$ cat src/rtl/mask_encoder.sv
// mask_encoder: compresses a dense element stream into windows of
// BITMASK_LENGTH elements. Each closed window is sent as one mask beat
// (bit i set when element i is nonzero) followed by the nonzero elements
// in ascending position order.
// Optional feature macro: MASK_ENCODER_DROP_EMPTY_EN -- when defined, an
// all-zero window that is not closed by din_last produces no beats at all.
module mask_encoder #(
    parameter int BITMASK_LENGTH = 4,
    parameter int ELEMENT_WIDTH  = 8,
    parameter int INDEX_BITWIDTH = 3
) (
    input  logic                     clock,
    input  logic                     reset,
    input  logic [ELEMENT_WIDTH-1:0] din,
    input  logic                     din_valid,
    input  logic                     din_last,
    output logic                     din_ready,
    output logic [ELEMENT_WIDTH-1:0] dout_data,
    output logic                     dout_is_mask,
    output logic                     dout_last,
    output logic                     dout_valid,
    input  logic                     dout_ready
);

    typedef enum logic [1:0] {COLLECT, EMIT_MASK, EMIT_VALUES} state_t;

    localparam logic [INDEX_BITWIDTH-1:0] LAST_POS = INDEX_BITWIDTH'(BITMASK_LENGTH - 1);

    state_t                    state;
    logic [INDEX_BITWIDTH-1:0] pos;
    logic [BITMASK_LENGTH-1:0] mask;
    logic [BITMASK_LENGTH-1:0] remaining;   // set bits whose values are still to be emitted
    logic                      block_last;  // current window was closed by din_last
    logic [ELEMENT_WIDTH-1:0]  data_mem [BITMASK_LENGTH];

    logic                      accept_in;
    logic                      window_close;
    logic                      drop_window;
    logic [BITMASK_LENGTH-1:0] mask_next;
    logic [BITMASK_LENGTH-1:0] next_src;
    logic [INDEX_BITWIDTH-1:0] next_idx;
    logic [BITMASK_LENGTH-1:0] next_rem;
    logic [ELEMENT_WIDTH-1:0]  next_elem;

    // Index of the lowest set bit; zero when no bit is set.
    function automatic logic [INDEX_BITWIDTH-1:0] lowest_set(input logic [BITMASK_LENGTH-1:0] m);
        lowest_set = '0;
        for (int i = BITMASK_LENGTH - 1; i >= 0; i--) begin
            if (m[i]) lowest_set = INDEX_BITWIDTH'(i);
        end
    endfunction

    // Input is only taken while collecting; held low during the reset cycle.
    assign din_ready    = (state == COLLECT) && !reset;
    assign accept_in    = din_valid && din_ready;
    assign mask_next    = mask | (BITMASK_LENGTH'(din != '0) << pos);
    // Last position and din_last together still close just one window.
    assign window_close = (pos == LAST_POS) || din_last;

`ifdef MASK_ENCODER_DROP_EMPTY_EN
    assign drop_window  = (mask_next == '0) && !din_last;
`else
    assign drop_window  = 1'b0;
`endif

    // The next value to emit comes from the full mask when leaving the mask
    // beat, otherwise from the bits not yet emitted.
    assign next_src = (state == EMIT_MASK) ? mask : remaining;
    assign next_idx = lowest_set(next_src);
    assign next_rem = next_src & ~(BITMASK_LENGTH'(1) << next_idx);

    // Read mux for the stored element selected by next_idx.
    always_comb begin
        next_elem = '0;
        for (int i = 0; i < BITMASK_LENGTH; i++) begin
            if (next_idx == INDEX_BITWIDTH'(i)) next_elem = data_mem[i];
        end
    end

    // Element storage: written at the current position on every accepted input.
    always_ff @(posedge clock) begin
        if (accept_in) begin
            for (int i = 0; i < BITMASK_LENGTH; i++) begin
                if (pos == INDEX_BITWIDTH'(i)) data_mem[i] <= din;
            end
        end
    end

    // Window FSM with registered output beat; a beat only changes on acceptance.
    always_ff @(posedge clock) begin
        if (reset) begin
            state        <= COLLECT;
            pos          <= '0;
            mask         <= '0;
            remaining    <= '0;
            block_last   <= 1'b0;
            dout_valid   <= 1'b0;
            dout_is_mask <= 1'b0;
            dout_last    <= 1'b0;
            dout_data    <= '0;
        end else begin
            case (state)
                COLLECT: begin
                    if (accept_in) begin
                        if (!window_close) begin
                            mask <= mask_next;
                            pos  <= pos + INDEX_BITWIDTH'(1);
                        end else if (drop_window) begin
                            mask <= '0;
                            pos  <= '0;
                        end else begin
                            state        <= EMIT_MASK;
                            mask         <= mask_next;
                            pos          <= '0;
                            block_last   <= din_last;
                            dout_valid   <= 1'b1;
                            dout_is_mask <= 1'b1;
                            dout_data    <= ELEMENT_WIDTH'(mask_next);
                            dout_last    <= din_last && (mask_next == '0);
                        end
                    end
                end
                EMIT_MASK, EMIT_VALUES: begin
                    if (dout_ready) begin
                        if (next_src == '0) begin
                            state        <= COLLECT;
                            mask         <= '0;
                            remaining    <= '0;
                            block_last   <= 1'b0;
                            dout_valid   <= 1'b0;
                            dout_is_mask <= 1'b0;
                            dout_last    <= 1'b0;
                        end else begin
                            state        <= EMIT_VALUES;
                            remaining    <= next_rem;
                            dout_is_mask <= 1'b0;
                            dout_data    <= next_elem;
                            dout_last    <= block_last && (next_rem == '0);
                        end
                    end
                end
                default: state <= COLLECT;
            endcase
        end
    end

endmodule

$ cat config.mk
export PLATFORM = sky130hd
export DESIGN_NAME = mask_encoder
export DESIGN_NICKNAME = d
export VERILOG_FILES = /design/src/rtl/mask_encoder.sv
export SDC_FILE = /design/constraint.sdc
export NUM_CORES = 1
export LEC_CHECK = 0
export ABC_AREA = 0
export BUFFER_PORTS_ARGS = -buffer_cell sky130_fd_sc_hd__buf_2
export CORE_ASPECT_RATIO = 1.2
export CORE_MARGIN = 2
export CORE_UTILIZATION = 45
export CTS_CLUSTER_SIZE = 40
export DETAILED_ROUTE_END_ITERATION = 7
export PLACE_DENSITY = 0.65
export SLEW_MARGIN = 20
export SYNTH_ARGS = -nofsm -noshare
export SYNTH_HDL_FRONTEND = slang
export SYNTH_SLANG_ARGS = --single-unit
$ cat constraint.sdc
create_clock -name clock -period 3.2 [get_ports clock]
set_input_delay 0.96 -clock clock [delete_from_list [all_inputs] [get_ports clock]]
set_output_delay 0.96 -clock clock [all_outputs]
set_load 0.02 [all_outputs]
Yosys cells after proc, flatten, opt, wreduce, memory -nomap -nowiden
Memories as Yosys holds them, arrays and structs flattened.
Cells that the tools add are included.
{ "op_classes": {"n_addsub": 1, "mul": 0, "div": 0, "order_cmp": 0, "eq_ne": 13, "shift": 2, "muxes": 61, "bitwise_logic": 3, "reduce_logical": 25} }
{ "op_table": {"columns": ["cell", "n"], "rows": [
  ["$mux W8", 11],
  ["$mux W1", 26],
  ["$reduce_or A8 Y1", 3],
  ["$mux W4", 5],
  ["$mux W2", 8],
  ["$pmux W8 S2", 1],
  ["$eq A3 B2 Y1 const B", 4],
  ["$logic_not A4 Y1", 3],
  ["$mux W3", 4],
  ["$ne A2 B2 Y1 const B", 5],
  ["$reduce_and A5 Y1", 2],
  ["$pmux W1 S2", 4],
  ["$pmux W4 S2", 1],
  ["$reduce_and A4 Y1", 2],
  ["$reduce_bool A8 Y1", 1],
  ["$eq A3 B1 Y1 const B", 2],
  ["$logic_not A3 Y1", 2],
  ["$and A4 B4 Y4", 1],
  ["$logic_and A1 B1 Y1", 4],
  ["$not A4 Y4", 1],
  ["$or A4 B4 Y4", 1],
  ["$pmux W2 S2", 1],
  ["$reduce_and A2 Y1", 2],
  ["$shl A1 B3 Y4", 1],
  ["10 further kinds", 10]
]} }
{ "totals": {"ff_bits": 25, "latchBits": 0, "ram_bits": 32, "mem_bits_ro": 0, "in_bits": 13, "n_memories": 1} }
{ "mem_list": {"columns": ["memory", "depth", "width", "read_ports", "rd_ports_with_merged_regs", "wr", "line_no", "rtl"], "rows": [
  ["data_mem", 4, 8, 4, 0, 1, "34", "logic [ELEMENT_WIDTH-1:0] data_mem [BITMASK_LENGTH];"]
]} }

Logic depth before layout (Yosys ltp)
{ "logic_depth": {"ltp_word": 14, "mapped_depth": 9, "ltp_nobuf": 7} }

Worst setup path before layout
No wires, ideal clock.
{ "synth_timing": {"path_kind": "input -> output", "from": "in reset", "to": "out din_ready", "arrival_time_ns": 1.432, "setup_slack_ns": 0.808, "path_stages": 2, "path_buffers": 1, "path_cell_list": "buf_2 > nor2b_1"} }
{ "synth_between": {"elab_chain_cells": 2} }
{ "synth_rtl": {"columns": ["item", "line_no", "rtl"], "rows": [
  ["start, declared", "13", "input logic reset,"],
  ["$logic_not A1 Y1", "54", "assign din_ready = (state == COLLECT) && !reset;"],
  ["$logic_and A1 B1 Y1", "54", null],
  ["end, declared", "17", "output logic din_ready,"]
]} }
No other way between the ends.

Worst setup path after layout
{ "layout_timing": {"from": "reg state[1]", "to": "reg dout_last"} }
{ "layout_between": {"elab_chain_cells": 14, "elab_cells_between_ends": 25, "cone_classes": "eq/ne: 5; shift: 1; mux: 8; bitwise: 2; reduce/logical: 9"} }
{ "layout_rtl": {"columns": ["item", "line_no", "rtl"], "rows": [
  ["start, declared", "29", "state_t state;"],
  ["start signal, assigned", "92", "state <= COLLECT;"],
  ["start signal, assigned", "112", "state <= EMIT_MASK;"],
  ["start signal, assigned", "126", "state <= COLLECT;"],
  ["$eq A2 B1 Y1", "68, 102", null],
  ["$mux W4", "68", "assign next_src = (state == EMIT_MASK) ? mask : remaining;"],
  ["$mux W2", "49", "if (m[i]) lowest_set = INDEX_BITWIDTH'(i);"],
  ["$mux W3 (3 in series)", "49", null],
  ["$shl A1 B3 Y4", "70", "assign next_rem = next_src & ~(BITMASK_LENGTH'(1) << next_idx);"],
  ["$not A4 Y4", "70", null],
  ["$and A4 B4 Y4", "70", null],
  ["$logic_not A4 Y1", "138", "dout_last <= block_last && (next_rem == '0);"],
  ["$logic_and A1 B1 Y1", "138", null],
  ["$mux W1", "125", "if (next_src == '0) begin"],
  ["$mux W1", "124", "if (dout_ready) begin"],
  ["$pmux W1 S2", "102", "case (state)"],
  ["end signal, assigned", "119", "dout_last <= din_last && (mask_next == '0);"],
  ["end signal, assigned", "138", null],
  ["end, declared", "20", "output logic dout_last,"]
]} }
Several ways; a longest one is shown, not always the timed one. The select of a mux whose other input is x is not followed.
A chain may end at the register's enable or synchronous reset.

==> results.md <==
* Status: finished clean
* Slew HR at 53.0%
* Data arrival, critical path at 2.74 ns
* Fin util at 53.9%
* Synth Warn # at 0
* Post-CTS setup buffers at 0
* Syn Inst Count at 250
* 1st-iter DRT viols at 203
* Pwr Total at 2.04 mW
* Io pins at 25
* Endpoints failing hold at 0
* Flops & latches, synth at 57
* Initial antenna violation count at 0
* Critical path cell sequence: inv_1, ha_1, or4b_4, a21oi_4, o2111ai_1, a311oi_2
* Post-synth top area share at 35.8%
* Antenna Cells at 0
* FP Rows at 30
* CTS Buf Count at 9
* Worst Max-Slew Pin Slew at 0.704 ns
* Seq/Total Area, Yosys at 54.5%
* Cts hold-fix bufs at 0
* Placed Area at 0.00287 sq mm
* Horiz. Die Dim at 74.5 um
* Final cycle utilization of the critical path at 77.9%
* Finished Cell Area at 0.00307 sq mm
* CTS sink cnt at 57
* Bufs on Longest Clock Path at 2
* EDFF count, synth at 32
* CTS-repair resized insts at 0
* Reg clk slew, reported paths at 0.07 ns
* Via density at 5.71
* Root buffer cell: clkbuf_8
* CTS tree: yes
* Core Box Area at 0.00571 sq mm
* GR Util All Layers at 20.8%
* Clk_skew at 0.00722 ns
* Initial core utilization at 47.0%
* Fin. max-slew vios at 0
* Critical path peak fanout at 20
* Remaining antenna violation count at 0
* H-tree Lvls at 3
* IO buf count at 24
* Layout area overhead at 14.6%
* First-pass GRT wire length at 9890 um
* DRC viols at 0
* Routed Wire Length at 6200 um
* Area leader, netlist: edfxtp_1
* Clk_lat worst skew at 0.33 ns
* DP Cell Count at 347
* Syn Std Cell Area at 0.00268 sq mm
* Synth unique cells at 50
* Final WS setup at 0.708 ns
* Vias at 2074
* Die ar. at 0.00660 sq mm
* Largest cells by area after synthesis: edfxtp_1 36%, dfxtp_1 19%, a21oi_1 3.9%
* Setup violators final at 0
* Pin count of the biggest net entering global routing at 21
* DP HPWL at 4360 um
* WP data required at 3.45 ns
* Pre-CTS setup slack at 0.635 ns
* Fmax at 401 MHz
* Setup crit end kind: flip-flop
* Wire length per cell at 17.1 um
* Nets at 298
* RSZ-0062 raised after global routing: no
* Layout cells sized above 1 at 18.4%
* Number of global-route vias before repair at 1999
* Primary FF master, synth: edfxtp_1
* Multi-input gate area at 0.00115 sq mm
* 1st-pass router iterations at 4
* Static Leak at 1.10 nW
* Total Neg Setup Slack at 0 ns
* Peak VDD IR at 0.388 mV
* Crit-path slowest cell: ha_1
* Share of flip-flops with an asynchronous set or reset at 0%
* Crit path kind: flip-flop to flip-flop
* CP peak stage delay at 0.62 ns
* Max-cap viol count at 0
* CP startpoint kind: flip-flop
* Hold Path Class: flip-flop to flip-flop
* Post-route minimum period at 2.49 ns
* Die height at 88.6 um
* Global route overflow at 0
* Synth Area per Inst at 10.7 sq um
* Non-Filler Instances at 363
* Register area at 0.00146 sq mm
* Fill cells at 563
* Gpl congestion at 0.857
* Hold slack at 0.460 ns
* Post-Syn Nets at 270
* Pwr dens at 665 mW/mm^2
-- synthesized netlist by cell type, types with 3 or more instances --
library cell / instances
a222oi_1: 3
o21a_1: 4
buf_2: 3
nand2b_1: 11
and3_1: 7
edfxtp_1: 32
nor4_1: 5
clkbuf_1: 4
a31oi_1: 3
a21oi_1: 21
dfxtp_1: 25
a32o_1: 4
o21ai_0: 8
nand2_1: 28
o211ai_1: 5
ha_1: 7
inv_1: 6
nor2_1: 21
nor3_1: 6
nand3_1: 4
nor2b_1: 5
-- cells by family (layout without fill, tap and decap cells) --
logic type / Yosys count / in the layout / share of synthesized area (%)
muxes: 3 / 3 / 1.17
buffers and inverters: 15 / 48 / 2.66
and+or+nand+nor: 97 / 97 / 18.7
DFF: 57 / 57 / 54.5
adders and majority gates: 7 / 7 / 3.26
AOI/OAI and AO/OA: 71 / 71 / 19.7
-- registers in the layout (all words and copies together), names as in the netlist, 2 cells and up --
name / flops
dout_data: 8
remaining: 4
mask: 4
pos: 3
state: 2
data_mem: 32
-- worst paths after layout --
path / startpoint / endpoint / slack, ns / cells after the start
min reg2reg: dout_data[4] / dout_data[4] / 0.46 / 1
max: state[1] / dout_last / 0.71 / 6
max reg2reg: state[1] / dout_last / 0.71 / 6
min: dout_data[4] / dout_data[4] / 0.46 / 1
-- layout by cell type (no fill, tap or decap), drive strengths merged, types with 2 or more instances in the layout --
| master | instances |
|---|---|
| ha | 7 |
| o21ai | 9 |
| clkinvlp | 2 |
| nand2b | 11 |
| nor4b | 2 |
| a311oi | 2 |
| buf | 26 |
| a31oi | 3 |
| o211ai | 5 |
| dfxtp | 25 |
| a21o | 2 |
| o21a | 4 |
| o2111ai | 2 |
| mux2i | 2 |
| nor4 | 5 |
| nand2 | 28 |
| nor2b | 5 |
| inv | 7 |
| a32o | 4 |
| nand4 | 2 |
| a211oi | 2 |
| and3 | 7 |
| a21oi | 22 |
| clkinv | 3 |
| edfxtp | 32 |
| o211a | 2 |
| clkbuf | 9 |
| o41a | 2 |
| nor3 | 7 |
| a222oi | 3 |
| a31o | 2 |
| nor2 | 21 |
| or4 | 2 |
| nand3 | 4 |
-- worst max-delay path, delay by kind of cell (launching register included) --
family	cells	cell delay (ns)
AOI/OAI and AO/OA	3	0.82
adders and majority gates	1	0.62
buffers and inverters	1	0.09
DFF	1	0.30
and+or+nand+nor	1	0.57
-- final cells by class --
cell class,instances,share of cell area (%)
Clock buffer,9,4.03
Clock inverter,7,2.61
Inverter,6,0.733
Multi-Input combinational cell,178,37.4
Sequential cell,57,47.6
Tap cell,80,3.26
Timing Repair Buffer,26,4.40
-- routing by layer --
layer | global-route usage [%] | vias up | share of wire, %
li1 | - | 1011 | -
met1 | 26.6 | 1010 | 45
met2 | 33.0 | 45 | 50
met3 | 5.35 | 8 | 3.9
met4 | 9.74 | 0 | 1.9
met5 | 0 | - | 0
-- where the power goes --
part	total (mW)	switching [mW]	leakage [nW]	internal, mW
Combinational	0.492	0.309	0.515	0.183
Sequential	0.871	0.0429	0.494	0.828
Clock	0.680	0.314	0.0960	0.365
Total	2.04	0.666	1.10	1.38
Note: power is estimated with default switching activity, not from simulation.
